## config.mk

```make
export PLATFORM = sky130hd
export DESIGN_NAME = updown_counter_mod
export DESIGN_NICKNAME = d
export VERILOG_FILES = /design/src/rtl/counter_pkg.sv /design/src/rtl/counter_bit_cell.sv /design/src/rtl/updown_counter_mod.sv
export SDC_FILE = /design/constraint.sdc
export NUM_CORES = 1
export LEC_CHECK = 0
export ABC_AREA = 1
export BUFFER_PORTS_ARGS = -buffer_cell sky130_fd_sc_hd__buf_2
export CELL_PAD_IN_SITES_DETAIL_PLACEMENT = 1
export CELL_PAD_IN_SITES_GLOBAL_PLACEMENT = 2
export CORE_UTILIZATION = 19
export CTS_CLUSTER_DIAMETER = 40
export DETAILED_ROUTE_END_ITERATION = 8
export PLACE_DENSITY = 0.68
export SLEW_MARGIN = 20
export SYNTH_ARGS = -nofsm -noshare
export SYNTH_HDL_FRONTEND = slang
export SYNTH_SLANG_ARGS = --single-unit
```

## constraint.sdc

```tcl
create_clock -name clk -period 1.3 [get_ports clk]
set_input_delay 0.065 -clock clk [delete_from_list [all_inputs] [get_ports clk]]
set_output_delay 0.065 -clock clk [all_outputs]
set_load 0.005 [all_outputs]
```

## src/rtl/counter_pkg.sv

```systemverilog
// Shared definitions for the modulo-N up/down counter family: direction
// encodings and parameter-legality helpers evaluated at elaboration.
package counter_pkg;

  localparam logic DIR_UP   = 1'b1;
  localparam logic DIR_DOWN = 1'b0;

  // A modulus is legal when 2 <= MODULUS <= 2^WIDTH and WIDTH is 1..16.
  function automatic bit modulus_legal(input int width, input int modulus);
    if (width < 1 || width > 16) return 1'b0;
    if (modulus < 2) return 1'b0;
    if ($clog2(modulus) > width) return 1'b0;
    return 1'b1;
  endfunction

  // The natural binary roll-over only matches the modulus when it fills
  // the whole WIDTH-bit range; otherwise wrap must be forced explicitly.
  function automatic bit needs_wrap(input int width, input int modulus);
    return modulus < (1 << width);
  endfunction

endpackage

```

## src/rtl/counter_bit_cell.sv

```systemverilog
// Single counter bit: negative-edge toggle flop with asynchronous clear and
// a synchronous load that takes priority over the toggle.
module counter_bit_cell (
  input  logic clk_i,
  input  logic clr_i,
  input  logic tog_i,
  input  logic ld_i,
  input  logic ld_val_i,
  output logic q_o
);

  logic q_q;
  logic q_d;

  // Next state: load beats toggle, otherwise hold.
  always_comb begin
    q_d = q_q;
    if (ld_i) begin
      q_d = ld_val_i;
    end else if (tog_i) begin
      q_d = ~q_q;
    end
  end

  // State register on the falling edge, cleared asynchronously.
  always_ff @(negedge clk_i or posedge clr_i) begin
    if (clr_i) begin
      q_q <= 1'b0;
    end else begin
      q_q <= q_d;
    end
  end

  assign q_o = q_q;

endmodule

```

## src/rtl/updown_counter_mod.sv

```systemverilog
// Parametrised modulo-N up/down counter built from WIDTH toggle cells.
// Priority: clr (async) > pre > load > en count > hold. Loads (preset,
// clamped parallel load, forced wrap) go through the cells' load path;
// ordinary counting uses a synchronous T-chain.
module updown_counter_mod
  import counter_pkg::*;
#(
  parameter int WIDTH   = 4,
  parameter int MODULUS = 16
) (
  input  logic             clk,
  input  logic             clr,
  input  logic             en,
  input  logic             up,
  input  logic             load,
  input  logic             pre,
  input  logic [WIDTH-1:0] d,
  output logic [WIDTH-1:0] q,
  output logic [WIDTH-1:0] q_bar,
  output logic             tc
);

  localparam logic [WIDTH-1:0] MAX_VAL   = WIDTH'(MODULUS - 1);
  localparam logic [WIDTH-1:0] ZERO_VAL  = '0;
  localparam bit               NEED_WRAP = needs_wrap(WIDTH, MODULUS);

  if (!modulus_legal(WIDTH, MODULUS)) begin : g_param_check
    $error("updown_counter_mod: MODULUS %0d illegal for WIDTH %0d", MODULUS, WIDTH);
  end

  logic             at_wrap;
  logic             ld_all;
  logic [WIDTH-1:0] ld_val;
  logic             tog_en;
  logic [WIDTH-1:0] chain;

  assign at_wrap = (up == DIR_UP) ? (q == MAX_VAL) : (q == ZERO_VAL);
  assign tc      = en & at_wrap;
  assign q_bar   = ~q;

  // Priority mux: decide between a full-word load and T-chain counting.
  always_comb begin
    ld_all = 1'b0;
    ld_val = ZERO_VAL;
    tog_en = 1'b0;
    if (pre) begin
      ld_all = 1'b1;
      ld_val = MAX_VAL;
    end else if (load) begin
      ld_all = 1'b1;
      ld_val = (d > MAX_VAL) ? MAX_VAL : d;
    end else if (en) begin
      if (NEED_WRAP && at_wrap) begin
        ld_all = 1'b1;
        ld_val = (up == DIR_UP) ? ZERO_VAL : MAX_VAL;
      end else begin
        tog_en = 1'b1;
      end
    end
  end

  // Toggle chain: bit i flips when all lower bits are 1 (up) or 0 (down).
  always_comb begin
    logic run;
    run   = 1'b1;
    chain = '0;
    for (int i = 0; i < WIDTH; i++) begin
      chain[i] = run;
      run      = run & ((up == DIR_UP) ? q[i] : ~q[i]);
    end
  end

  for (genvar i = 0; i < WIDTH; i++) begin : g_cell
    counter_bit_cell u_cell (
      .clk_i   (clk),
      .clr_i   (clr),
      .tog_i   (tog_en & chain[i]),
      .ld_i    (ld_all),
      .ld_val_i(ld_val[i]),
      .q_o     (q[i])
    );
  end

endmodule

```

* Yosys cells after proc, flatten, opt, wreduce, memory -nomap -nowiden
Index checks and enable logic that the tools add are counted.
Storage, ports and cells: flip-flop bits (word level) 4, input port bits 10, output and inout bits 9, logic and storage cells 42
Operators by class: $lt $le $gt $ge 1, equality and inequality tests 1, muxes and demuxes 20, bitwise gates (word level) 11, reductions and logical operators 5
Operator list (count):
- 1-bit two-way mux | 17
- 4-bit two-way mux | 3
- 2-bit nonzero test | 4
- 1-bit AND | 6
- 4-bit equality test (second input constant) | 1
- 4-bit greater-than comparator (second input constant) | 1
- 4-bit zero test | 1
- 1-bit inverter | 4
- 4-bit inverter | 1

* Longest topological paths before layout
Gate-level depths: netlist (run 1).
word-level depth 7, mapped depth 7, depth with buffers taken out 7

* Modules after synthesis
Synthesis (run 1) repeated with hierarchy kept, for this count alone.
Second synthesis, totals: cells, all modules 74, area total of the unflattened synthesis 401.6 µm²
By module, submodules not included:
- counter_bit_cell | times used 4, cells each 10, area each 61.3 µm², sequential area each 25.0 µm²
- updown_counter_mod | times used 1, cells each 34, area each 156.4 µm², sequential area each 0.0 µm²

==> results of run 1 <==
-- worst max-delay path, stage by stage (launching register included) --
cell and delay (ns):
dfrtn_1 0.45, inv_2 0.08, nor3_2 0.16, o21ai_1 0.08, a21oi_1 0.10, buf_2 0.12
-- final cells by class --
class / count / area [µm²] / area share (%)
Tap cell: 25 / 31.3 / 4.49
Sequential cell: 4 / 100 / 14.4
Timing Repair Buffer: 38 / 314 / 45.1
Inverter: 8 / 32.5 / 4.67
Clock buffer: 3 / 22.5 / 3.23
Multi-Input combinational cell: 37 / 196 / 28.2
-- worst max-delay path by stage --
stage / from / endpoint / slack (ns) / depth (start not counted)
final: g_cell[2].u_cell.q_o$_DFFE_NP0P_ / tc / -0.66 / 5
after global routing: g_cell[2].u_cell.q_o$_DFFE_NP0P_ / tc / -0.71 / 5
after floorplan: g_cell[2].u_cell.q_o$_DFFE_NP0P_ / tc / -0.27 / 4
after detailed placement: g_cell[1].u_cell.q_o$_DFFE_NP0P_ / tc / -0.37 / 5
after global placement: g_cell[2].u_cell.q_o$_DFFE_NP0P_ / tc / -0.31 / 5
after CTS: g_cell[1].u_cell.q_o$_DFFE_NP0P_ / tc / -0.63 / 5
-- layout by cell type, fill, tap and decap left out --
master / count
nand2_1: 12
nand4_1: 1
inv_2: 5
clkbuf_4: 3
o21ai_0: 1
inv_4: 1
buf_6: 15
a21oi_1: 5
nand3_2: 1
nand2_2: 1
o21ai_2: 3
nor2_4: 1
nand3_1: 3
nor2_1: 3
dfrtn_1: 4
buf_2: 11
o21ai_1: 5
buf_4: 12
inv_1: 2
nor3_2: 1
-- repair_timing --
action,4_1_cts,5_1_grt
buffers inserted,4,6
hold buffers,0,0
pin swaps,0,2
resized for setup,9,10
endpoints found under the setup margin,9,12
-- report_power, final --
part,total (mW),internal [mW],switching (mW)
clock,0.167,0.104,0.0633
combinational,0.325,0.192,0.133
sequential,0.156,0.143,0.0136
-- routing by layer --
layer	track usage (%)	vias to the layer above	part of all wire, %
met5	0	-	0
met4	7.27	0	0.74
met3	4.90	2	3.8
met2	22.6	12	52
met1	15.5	223	43
li1	-	245	-
-- metrics by stage --
step	instance area, µm²	setup TNS, ns	hold WS [ns]	utilization, %
5_1_grt	697	-4.16	0.239	40.8
2_1_floorplan	349	-0.270	0.230	-
3_3_place_gp	546	-1.81	0.490	31.9
6_report	697	-3.71	0.230	40.8
4_1_cts	623	-3.67	0.231	36.5
3_5_place_dp	546	-2.03	0.484	31.9
-- cells by family (layout without fill, tap and decap cells) --
group,count (synthesis),after routing,share of synthesized area (%)
AOI/OAI and AO/OA,14,14,21.5
buffers and inverters,12,49,17.5
DFF,4,4,29.1
and+or+nand+nor,23,23,32.0
==> impl_metrics.env, run 1 <==
export IMPL_grt_start_max_net_pins=8
export IMPL_r2r_worst_path_cells=9
export IMPL_num_vias=482
export IMPL_initial_core_util_pct=20.1
export IMPL_core_area_mm2=0.00171
export IMPL_wl_per_cell_um=11.7
export IMPL_worst_ep_required_time_ns=1.24
export IMPL_synth_cell_types=16
export IMPL_seq_area_frac_synth_pct=29.1
export IMPL_ctsLongestPathBuffers=2
export IMPL_regToRegStartpoint="g_cell[0].u_cell.q_o$_DFFE_NP0P_"
export IMPL_syn_area_um2=344
export IMPL_die_x_um=44.6
export IMPL_firstDrtPassIters=2
export IMPL_synth_cells=53
export IMPL_nFillCells=223
export IMPL_drv_cap=0
export IMPL_final_max_slew_viol_count=0
export IMPL_synthesis_nets=63
export IMPL_finClkSkew_ns=0.000476
export IMPL_vias_per_cell=4.19
export IMPL_gp_congestion=0.698
export IMPL_start_kind="register"
export IMPL_cts_htree_levels=1
export IMPL_slew_headroom_pct=86.3
export IMPL_first_global_vias=420
export IMPL_setup_viol=10
export IMPL_worst_setup_path_type="reg -> out"
export IMPL_syn_to_final_growth_pct=103
export IMPL_status="finished, violations left"
export IMPL_yosys_cell_count_top_type="nand2_1"
export IMPL_gr_usage_all_layers_pct=13.8
export IMPL_reg2reg_slack_ns=-0.07
export IMPL_portBuffers=18
export IMPL_critPathCaptureType="output pin"
export IMPL_detailedPlace_worstSlack_ns=-0.371
export IMPL_die_area_mm2=0.00199
export IMPL_clk_pin_slew_ns=0.03
export IMPL_row_count=15
export IMPL_die_h_um=44.6
export IMPL_clock_sinks=4
export IMPL_worstSkewPairLatency_ns=0.26
export IMPL_avgSynthCellArea_um2=6.49
export IMPL_total_power_mw=0.648
export IMPL_yosys_top_cells_area="dfrtn_1, nand2_1, o21ai_1"
export IMPL_hpwl_um=987
export IMPL_drive_gt1_share_pct=60.0
export IMPL_synthTopCellsByCount="nand2_1, o21ai_1, a21oi_1"
export IMPL_tightest_slew_ns=0.204
export IMPL_powerDensity_mw_per_mm2=930
export IMPL_synth_edff_count=0
export IMPL_p_leak_nw=0.366
export IMPL_hp_class="in -> async"
export IMPL_cts_buffers_inserted=3
export IMPL_drc=0
export IMPL_violations="setup timing"
export IMPL_largest_reg_flops=4
export IMPL_dp_cells=106
export IMPL_dominantRegCellSynth="dfrtn_1"
export IMPL_rsz0062_at_grt="yes"
export IMPL_ys_ff_latch=4
export IMPL_yosysTopAreaCell="dfrtn_1"
export IMPL_cts_tree="built"
export IMPL_nets=102
export IMPL_drt_iter0_drc=6
export IMPL_clockRootBuffer="clkbuf_4"
export IMPL_r2r_end="g_cell[3].u_cell.q_o$_DFFE_NP0P_"
export IMPL_synth_top_area_share_pct=29.1
export IMPL_grt_pass1_wl_um=1880
export IMPL_io_pins=19
export IMPL_antenna_found_initial=0
export IMPL_crit_path_max_fanout=4
export IMPL_antenna_cells=0
export IMPL_yosysWarnings=0
export IMPL_globalRouteOverflowTotal=0
export IMPL_peakVddDrop_v=0.000338
export IMPL_setup_ws_ns=-0.660
export IMPL_drt_wl_total_um=1350
export IMPL_async_flop_share_pct=100
export IMPL_fin_cells=115
export IMPL_ant_nets=0
export IMPL_hold_viol_final=0
export IMPL_crit_arrival_ns=1.89
(Power assumes the default switching activity.)
==> inputs of run 2 (changes only) <==
==> constraint.sdc (replaced) <==
create_clock -name clk -period 1.3 [get_ports clk]
set_input_delay 0.065 -clock clk [delete_from_list [all_inputs] [get_ports clk]]
set_output_delay 0.065 -clock clk [all_outputs]
set_load 0.1 [all_outputs]
==> impl_metrics.env, run 2 (synthesized netlist as in run 1, its figures left out) <==
export IMPL_status="finished, violations left"
export IMPL_violations="setup timing"
export IMPL_hpwl_um=964
export IMPL_hold_viol_final=0
export IMPL_core_area_mm2=0.00171
export IMPL_wl_per_cell_um=10.2
export IMPL_row_count=15
export IMPL_max_stage_delay_ns=0.43
export IMPL_worst_setup_path_type="reg -> out"
export IMPL_tightest_slew_ns=0.277
export IMPL_first_global_vias=454
export IMPL_crit_buf_inv=1
export IMPL_drt_iter0_drc=1
export IMPL_layout_common_cells="nand2_1, buf_2, buf_4, buf_12, buf_6"
export IMPL_final_util_pct=45.5
export IMPL_firstDrtPassIters=3
export IMPL_ctsHoldBuffers=0
export IMPL_dp_cells=105
export IMPL_reg2reg_slack_ns=-0.01
export IMPL_initial_core_util_pct=20.1
export IMPL_gp_congestion=0.731
export IMPL_critPathCaptureType="output pin"
export IMPL_peakVddDrop_v=0.000470
export IMPL_clockRootBuffer="clkbuf_4"
export IMPL_drv_cap=0
export IMPL_grt_pass1_wl_um=1890
export IMPL_final_cell_area_um2=777
export IMPL_syn_to_final_growth_pct=126
export IMPL_worstSkewPairLatency_ns=0.25
export IMPL_start_kind="register"
export IMPL_ant_nets=0
export IMPL_rsz0062_at_grt="yes"
export IMPL_place_area_um2=684
export IMPL_globalRouteOverflowTotal=0
export IMPL_nFillCells=209
export IMPL_largest_reg_flops=4
export IMPL_cts_buffers_inserted=3
export IMPL_setup_tns_final_ns=-4.79
export IMPL_nets=98
export IMPL_io_pins=19
export IMPL_grt_start_max_net_pins=8
export IMPL_slew_headroom_pct=81.7
export IMPL_path_delay_family="flip-flops"
export IMPL_clk_pin_slew_ns=0.03
export IMPL_setup_ws_ns=-0.820
export IMPL_worst_hold_slack_ns=0.230
export IMPL_powerDensity_mw_per_mm2=1210
export IMPL_setup_viol=10
export IMPL_worst_ep_required_time_ns=1.24
export IMPL_antenna_cells=0
export IMPL_path_cells="nand2_1 -> nor3_2 -> o21ai_2 -> a21oi_4 -> buf_12"
export IMPL_total_power_mw=0.944
export IMPL_die_area_mm2=0.00199
export IMPL_regToRegStartpoint="g_cell[0].u_cell.q_o$_DFFE_NP0P_"
export IMPL_drc=0
export IMPL_hp_class="in -> async"
export IMPL_antenna_found_initial=0
export IMPL_gr_usage_all_layers_pct=13.7
export IMPL_crit_arrival_ns=2.06
export IMPL_num_vias=457
export IMPL_r2r_worst_path_cells=9
export IMPL_crit_path_max_fanout=3
export IMPL_clock_sinks=4
export IMPL_die_h_um=44.6
export IMPL_p_leak_nw=0.366
export IMPL_ctsLongestPathBuffers=2
export IMPL_r2r_end="g_cell[3].u_cell.q_o$_DFFE_NP0P_"
export IMPL_layout_commonest_cell="nand2_1"
export IMPL_finClkSkew_ns=0.00268
export IMPL_portBuffers=18
export IMPL_final_max_slew_viol_count=0
export IMPL_cp_slowest_cell="dfrtn_1"
export IMPL_fin_cells=111
export IMPL_cts_tree="built"
export IMPL_drt_wl_total_um=1140
export IMPL_cts_htree_levels=1
export IMPL_die_x_um=44.6
export IMPL_detailedPlace_worstSlack_ns=-0.556
export IMPL_vias_per_cell=4.12
export IMPL_drive_gt1_share_pct=59.3
==> run 2: cell count changes in the layout (fill, tap and decap cells not counted), sizes merged <==
cell / previous run / this run
buf: 38 / 34
inv: 8 / 6
clkinvlp: 0 / 2
==> run 2: worst reg2reg max path: stages (launching register included) <==
cell and delay (ns):
dfrtn_1 0.35, buf_4 0.14, buf_6 0.10, buf_6 0.12
o21ai_4 0.11, nand3_2 0.10, nand2_2 0.08, nand2_1 0.05
nand2_1 0.05, nand2_1 0.04
==> run 2: worst max-delay path by stage <==
stage | from | endpoint | slack, ns | cells past startpoint
global placement | g_cell[3].u_cell.q_o$_DFFE_NP0P_ | tc | -0.50 | 5
global route | g_cell[0].u_cell.q_o$_DFFE_NP0P_ | tc | -0.90 | 5
CTS | g_cell[0].u_cell.q_o$_DFFE_NP0P_ | tc | -0.81 | 5
floorplan | g_cell[3].u_cell.q_o$_DFFE_NP0P_ | tc | -1.22 | 4
finish | g_cell[1].u_cell.q_o$_DFFE_NP0P_ | tc | -0.82 | 5
detailed placement | g_cell[0].u_cell.q_o$_DFFE_NP0P_ | tc | -0.56 | 5
==> run 2: layout make-up <==
class	instances	area (µm²)	area share, %
clock buffers	3	22.5	2.90
inverters	8	45.0	5.80
multi-input cells	37	215	27.7
flip-flops and latches	4	100	12.9
well taps	25	31.3	4.03
repair buffers	34	363	46.7
==> run 2: what timing repair did <==
action                     in CTS  in global routing
buffers inserted                2                  2
resized for setup               5                  7
pin swaps                       1                  1
gates cloned                    0                  0
setup endpoints to repair       9                 11
==> run 2: per-layer routing <==
layer	part of all wire [%]	wire length [µm]	vias up	track usage (%)
li1	-	-	235	-
met5	0	0	-	0
met4	5.2	59	0	10.9
met3	3.6	41	4	1.22
met2	50	563	18	22.9
met1	42	472	200	15.8
==> run 2: power by group <==
group | total [mW] | internal [mW] | switching [mW]
Combinational | 0.632 | 0.244 | 0.388
Sequential | 0.159 | 0.143 | 0.0167
Clock | 0.152 | 0.103 | 0.0489
Total | 0.944 | 0.490 | 0.454
